File: src/rtl/gpu_ram_port_arbiter.sv
// gpu_ram_port_arbiter: 4-client round-robin byte port onto one 16-bit RAM port with tagged read return.
// Define GPU_ARB_RDATA_REG_EN to add an output register on rd_valid/rd_id/rd_data.
module gpu_ram_port_arbiter #(
    parameter int ADDR_SIZE   = 14,
    parameter int RAM_LATENCY = 2
) (
    input  logic        clk,
    input  logic        reset_n,
    input  logic [3:0]  req,
    input  logic [3:0]  wr,
    input  logic [79:0] addr,
    input  logic [31:0] wdata,
    output logic [3:0]  ack,
    output logic        rd_valid,
    output logic [1:0]  rd_id,
    output logic [7:0]  rd_data,
    output logic        ram_wren,
    output logic [19:0] ram_addr,
    output logic [15:0] ram_data,
    output logic [1:0]  ram_byteena,
    input  logic [15:0] ram_q
);
    localparam logic [19:0] ADDR_MASK = 20'((64'd1 << ADDR_SIZE) - 64'd1);
    logic [1:0]  ptr, gid;
    logic        gnt;
    logic [3:0]  elig, tail;
    logic [19:0] a_sel;
    logic [3:0]  tag [RAM_LATENCY];
    // A client sees its ack one clock before its req drop reaches us, so ignore it for that clock.
    assign elig  = req & ~ack;
    assign a_sel = addr[20*gid +: 20];
    assign tail  = tag[RAM_LATENCY-1];
    always_comb begin
        gnt = 1'b0;
        gid = 2'd0;
        for (int i = 4; i >= 1; i--)
            if (elig[ptr + 2'(i)]) begin
                gnt = 1'b1;
                gid = ptr + 2'(i);
            end
    end
    always_ff @(posedge clk or negedge reset_n)
        if (!reset_n) begin
            ptr         <= 2'd3;
            ack         <= 4'd0;
            ram_wren    <= 1'b0;
            ram_byteena <= 2'b00;
            ram_addr    <= 20'd0;
            ram_data    <= 16'd0;
        end else begin
            ack         <= gnt ? 4'd1 << gid : 4'd0;
            ram_wren    <= gnt & wr[gid];
            ram_byteena <= gnt ? (a_sel[0] ? 2'b10 : 2'b01) : 2'b00;
            if (gnt) begin
                ptr      <= gid;
                ram_addr <= a_sel & ADDR_MASK;
                ram_data <= {2{wdata[8*gid +: 8]}};
            end
        end
    // Tag {valid, id, byte} follows the registered grant so the tail lines up with ram_q.
    always_ff @(posedge clk or negedge reset_n)
        if (!reset_n) begin
            for (int i = 0; i < RAM_LATENCY; i++)
                tag[i] <= 4'd0;
        end else begin
            tag[0] <= {(|ack) & ~ram_wren, ptr, ram_byteena[1]};
            for (int i = 1; i < RAM_LATENCY; i++)
                tag[i] <= tag[i-1];
        end
`ifdef GPU_ARB_RDATA_REG_EN
    always_ff @(posedge clk or negedge reset_n)
        if (!reset_n) begin
            rd_valid <= 1'b0;
            rd_id    <= 2'd0;
            rd_data  <= 8'd0;
        end else begin
            rd_valid <= tail[3];
            rd_id    <= tail[2:1];
            rd_data  <= tail[3] ? (tail[0] ? ram_q[15:8] : ram_q[7:0]) : 8'd0;
        end
`else
    always_comb begin
        rd_valid = tail[3];
        rd_id    = tail[2:1];
        rd_data  = tail[3] ? (tail[0] ? ram_q[15:8] : ram_q[7:0]) : 8'd0;
    end
`endif
endmodule

File: config.mk
export PLATFORM = sky130hd
export DESIGN_NAME = gpu_ram_port_arbiter
export DESIGN_NICKNAME = d
export VERILOG_FILES = /design/src/rtl/gpu_ram_port_arbiter.sv
export SDC_FILE = /design/constraint.sdc
export NUM_CORES = 1
export LEC_CHECK = 0
export CORE_UTILIZATION = 38
export CTS_CLUSTER_DIAMETER = 50
export DETAILED_ROUTE_END_ITERATION = 6
export PLACE_DENSITY = 0.81
export SLEW_MARGIN = 20
export SYNTH_ARGS = -nofsm -noshare
export SYNTH_HDL_FRONTEND = slang
export SYNTH_SLANG_ARGS = --single-unit
File: constraint.sdc
create_clock -name clk -period 2.9 [get_ports clk]
set_clock_uncertainty 0.1 [all_clocks]
set_input_delay 0.58 -clock clk [delete_from_list [all_inputs] [get_ports clk]]
set_output_delay 0.58 -clock clk [all_outputs]
set_load 0.03 [all_outputs]
; After elaboration in Yosys (flattened, before gate mapping)
; Cells that the tools add are included.
[op_classes]
addsub = 3
n_mul = 1
n_lt_le_gt_ge = 5
n_shift = 3
mux = 23
n_bitwise = 5
n_reduce_logical = 1
[ops]
columns = op, n
row1 = 80-bit by 8-bit variable part select with 14-bit output, 1
row2 = 32-bit by 6-bit variable part select with 8-bit output, 1
row3 = 8-bit two-way mux, 2
row4 = 2-bit by 3-bit less-than comparator with 1-bit output (second input constant), 5
row5 = 2-bit two-way mux, 6
row6 = 1-bit binary-select mux with 2-bit select, 5
row7 = 1-bit two-way mux, 9
row8 = 3-bit by 2-bit multiplier with 5-bit output (first input constant), 1
row9 = 2-bit adder (second input constant), 2
row10 = 4-bit AND, 1
row11 = 4-bit two-way mux, 1
row12 = 4-bit NOT, 1
row13 = 4-bit OR reduction, 1
row14 = 1-bit by 2-bit left shift with 4-bit output (first input constant), 1
row15 = 2-bit by 1-bit adder with 2-bit output (second input constant), 1
row16 = 1-bit AND, 2
row17 = 1-bit NOT, 1
[word_totals]
register_bits = 47
input_bits = 138
output_inout_bits = 54
word_cells = 49

; Depth between registers and ports, before layout
[depth]
word_depth = 12
ltp_mapped = 9
mapped_depth_nobuf = 6

; Least setup slack after synthesis
; Ideal clock, no wire load.
[synth_path]
path_type = input to register
startpoint = in req[0]
endpoint = reg ram_addr[11]
setup_ns = 0.132
arrival_time_ns = 2.164
t_required_ns = 2.668
setup_slack_ns = 0.505
cell_stages = 9
path_cell_list = nor2b_1 > buf_2 > a211oi_2 > nor3_4 > or2_1 > buf_4 > buf_6 > a211oi_1 > nor4_2
[synth_between]
elab_chain_cells = 9
word_cells_on_any_way = 19
cone_classes = 1 x mul / 1 x shift / 16 x mux / 1 x bitwise
[synth_lines]
columns = item, line
row1 = start: declaration, 9  ; input logic [3:0] req,
row2 = 4-bit AND (*), 30  ; assign elig = req & ~ack;
row3 = 1-bit binary-select mux with 2-bit select, 37  ; if (elig[ptr + 2'(i)]) begin
row4 = 1-bit two-way mux (implied by the code), 37
row5 = 2-bit two-way mux (4 in series), 37
row6 = 3-bit by 2-bit multiplier with 5-bit output, 31  ; assign a_sel = addr[20*gid +: 20];
row7 = 80-bit by 8-bit variable part select with 14-bit output, 31
row8 = end signal: assignment, 56  ; ram_addr <= a_sel & ADDR_MASK;
row9 = end: declaration, 18  ; output logic [19:0] ram_addr,
; Mark *: on every way between the ends. The rest lies on a longest branch, timed or not. The select of a mux whose other input is x is not followed.
; A chain may end at the register's enable or synchronous reset.

; Final worst setup path
[layout_path]
startpoint = in req[2]
endpoint = reg ram_addr[2]
; Same word-level chain as after synthesis.

==> metrics.log <==
[metrics] Layout Nets: 667
[metrics] number of library cell types mapped by synthesis: 42
[metrics] final core utilization: 62.2%
[metrics] Async S/R FF share, synth: 100%
[metrics] Root Driver: sky130_fd_sc_hd__clkbuf_8
[metrics] CTS tree: yes
[metrics] share of the synthesized area in the top cell type: 28.9%
[metrics] pre-CTS WS: -0.251 ns
[metrics] worst min-delay path category: reg2reg
[metrics] clock latency on the worst-skew pair: 0.31 ns
[metrics] I/O pin cnt: 192
[metrics] Sw Share: 49.2%
[metrics] gp weighted congestion: 0.895
[metrics] area growth from synthesis to final layout: 58.8%
[metrics] initial antenna violation count: 0
[metrics] final cycle utilization of the critical path: 94.0%
[metrics] Std-Cell Rows: 33
[metrics] worst-case hold slack: 0.256 ns
[metrics] fraction of power consumed by the clock network: 7.4%
[metrics] Detailed Routing Iterations Pass 1: 5
[metrics] leakage component of the power: 1.92 nW
[metrics] pin count of the biggest net entering global routing: 40
[metrics] overall die width: 93.8 µm
[metrics] number of diodes: 0
[metrics] area of the die: 8800 µm²
[metrics] number of DRC violations after detailed routing: 0
[metrics] Maximum Capacitance Violations: 0
[metrics] #FFs+latches synth: 39
[metrics] y dimension of the die: 93.8 µm
[metrics] Total Neg Setup Slack: 0 ns
[metrics] time the worst path needs with I/O delays and setup: 2.73 ns
[metrics] routed via count divided by cell count: 5.87
[metrics] Worst EP arrival: 2.81 ns
[metrics] starting utilization of the core area: 39.2%
[metrics] fmax: 367 MHz
[metrics] total power of the final layout: 5.40 mW
[metrics] first-pass GRT wire length: 17700 µm
[metrics] Detail Route Antenna Nets: 0
[metrics] power per cell area: 1060 nW/µm²
[metrics] number of max-slew violations in the final report: 0
[metrics] total of buffers placed on input and output ports: 161
[metrics] startpoint-to-endpoint class of the critical path: in2reg
[metrics] part of the power in registers: 20.6%
[metrics] net switching power: 2.66 mW
[metrics] top flip-flop cell by instance count after synthesis: sky130_fd_sc_hd__dfrtp_1
[metrics] cell-internal power: 2.74 mW
[metrics] Avg Cell Area, Syn: 8.78 µm²
[metrics] slew at the pin closest to its max-slew limit: 0.895 ns
[metrics] top cells by instance count after synthesis: 39 x sky130_fd_sc_hd__a211oi_1, 37 x sky130_fd_sc_hd__dfrtp_1, 36 x sky130_fd_sc_hd__nand2_1
[metrics] routed length per instance: 17.9 µm
[metrics] Peak supply drop: 0.000440 V
[metrics] count of yosys warnings during synthesis: 0
[metrics] setup ws final: 0.174 ns
[metrics] number of buffers between clock root and the deepest sink: 2
[metrics] number of DRC markers after the initial detailed-route iteration: 268
[metrics] clock-pin slew reported for the worst setup and hold paths after clock tree synthesis: 0.09 ns
[metrics] cell type with the highest aggregate area in the netlist: sky130_fd_sc_hd__dfrtp_1
[metrics] post-synthesis sequential area ratio: 30.5%
[metrics] top-count cell post-synth: sky130_fd_sc_hd__a211oi_1
[metrics] multi-input gate area in the final layout: 1950 µm²
[metrics] Worst setup SP type: primary input
[metrics] final setup violation count: 0
[metrics] clock buffer count from CTS: 5
[metrics] sink count of the clock tree: 39
[metrics] data required time of the worst path: 2.98 ns
[metrics] core outline area: 8180 µm²
[metrics] number of fill cells: 687
[metrics] largest cells by area after synthesis: sky130_fd_sc_hd__dfrtp_1 29%, sky130_fd_sc_hd__a211oi_1 9.1%, sky130_fd_sc_hd__o2111a_1 6.0%
[metrics] vias in the first global route: 3692
[metrics] depth of the CTS H-tree: 2
[metrics] crit path max fanout: 19
[metrics] synthesized netlist cell count: 365
[metrics] result of the run: finished, final reports clean
[metrics] endpoint type of the worst setup path: flip-flop
[metrics] overall fraction of global-route tracks in use: 25.8%
[metrics] worst slew margin relative to its limit: 40.3%
[metrics] Gate power share: 72.0%
[metrics] area occupied by registers: 978 µm²
[metrics] number of hold-slack violations in the final timing report: 0
[metrics] final routed wirelength across all metal layers: 11400 µm
[metrics] setup repair after global routing missed its margin: no
[metrics] Mapped Area: 3200 µm²
[metrics] total half-perimeter wirelength after legalization and detailed placement: 8530 µm
[metrics] routed via count: 3727
[metrics] share of post-route cells with drive strength above 1: 12.8%
[metrics] EDFF count, synth: 0
[metrics] GRT Residual Overflow: 0
metrics by stage:
step,instance area [µm²],std cells
detailed placement,4960,625
global route,5090,635
finish,5090,635
CTS,5060,633
floorplan,3220,370
global placement,4960,625
per-layer routing:
| metal | vias up | share of wire [%] | track usage [%] | wire length (µm) |
|---|---|---|---|---|
| met5 | - | 0 | 0 | 0 |
| met4 | 0 | 2.3 | 9.74 | 264 |
| met3 | 29 | 8.4 | 4.61 | 952 |
| met2 | 219 | 50 | 45.4 | 5740 |
| met1 | 1781 | 39 | 31.1 | 4430 |
| li1 | 1698 | - | - | - |
critical path: stages:
cell and delay (ns):
sky130_fd_sc_hd__clkdlybuf4s50_1 0.48, sky130_fd_sc_hd__or3b_4 0.39, sky130_fd_sc_hd__buf_4 0.15, sky130_fd_sc_hd__a211oi_2 0.24, sky130_fd_sc_hd__a31oi_2 0.06, sky130_fd_sc_hd__and2_1 0.20, sky130_fd_sc_hd__buf_12 0.17, sky130_fd_sc_hd__o2111a_1 0.25
sky130_fd_sc_hd__nor4_1 0.29
cells in the final DEF, fill, tap and decap left out, drive strengths merged, types with 2 or more instances in the layout:
cell type	n
and2	4
or2	2
a211oi	41
nor2	27
mux2i	18
inv	2
nor3	6
conb	6
dfrtp	37
buf	41
a21oi	8
nor3b	18
clkbuf	5
a21boi	17
a221oi	5
a22oi	17
nor2b	15
and3	2
nor4	20
dfstp	2
nand2	36
clkdlybuf4s50	160
o2111a	17
nand2b	5
o21ai	7
clkinvlp	2
or3b	2
flip-flops by register name (all words and copies together) (netlist names):
name and cells:
ram_addr 14, ram_byteena 2, tail 4, ram_data 8, ram_wren 1, ptr 2, tag 4, ack 4
logic make-up after synthesis:
family	after synthesis	share of synthesized area, %
AND/OR/NAND/NOR	139	24.6
AO/OA/AOI/OAI	118	29.5
buffers and inverters	50	9.61
flip-flops	39	30.5
multiplexers	18	5.62
other	1	0.117
worst paths after layout:
check                      startpoint            to  slack [ns]  cells after the start
max                            req[2]   ram_addr[2]        0.17                      9
min                            tag[7]       tail[3]        0.26                      0
max reg2reg                    ptr[0]   ram_addr[2]        0.37                      7
min reg2reg                    tag[7]       tail[3]        0.26                      0
max in group asynchronous     reset_n  ram_addr[10]        1.84                      1
min in group asynchronous     reset_n  ram_data[10]        0.29                      1
cell type report:
| class | instances | area share [%] |
|---|---|---|
| Clock buffer | 5 | 1.35 |
| Sequential cell | 39 | 19.2 |
| Multi-Input combinational cell | 281 | 38.3 |
| Tap cell | 105 | 2.58 |
| Timing Repair Buffer | 201 | 38.0 |
| Clock inverter | 3 | 0.467 |
| Inverter | 1 | 0.0738 |
what timing repair did:
| action | in CTS | in global routing |
|---|---|---|
| setup buffers | 0 | 1 |
| resized for setup | 0 | 1 |
| hold buffers | 0 | 0 |
| setup endpoints to repair | 0 | 5 |
power by group through the flow:
stage | sequential (mW) | combinational [mW] | clock [mW]
global route | 1.15 | 4.14 | 0.427
detailed placement | 1.12 | 3.80 | 0
floorplan | 1.41 | 2.14 | 0
finish | 1.11 | 3.89 | 0.400
CTS | 1.11 | 3.82 | 0.403
global placement | 1.10 | 3.71 | 0
Power figures use the tool's default switching activity.
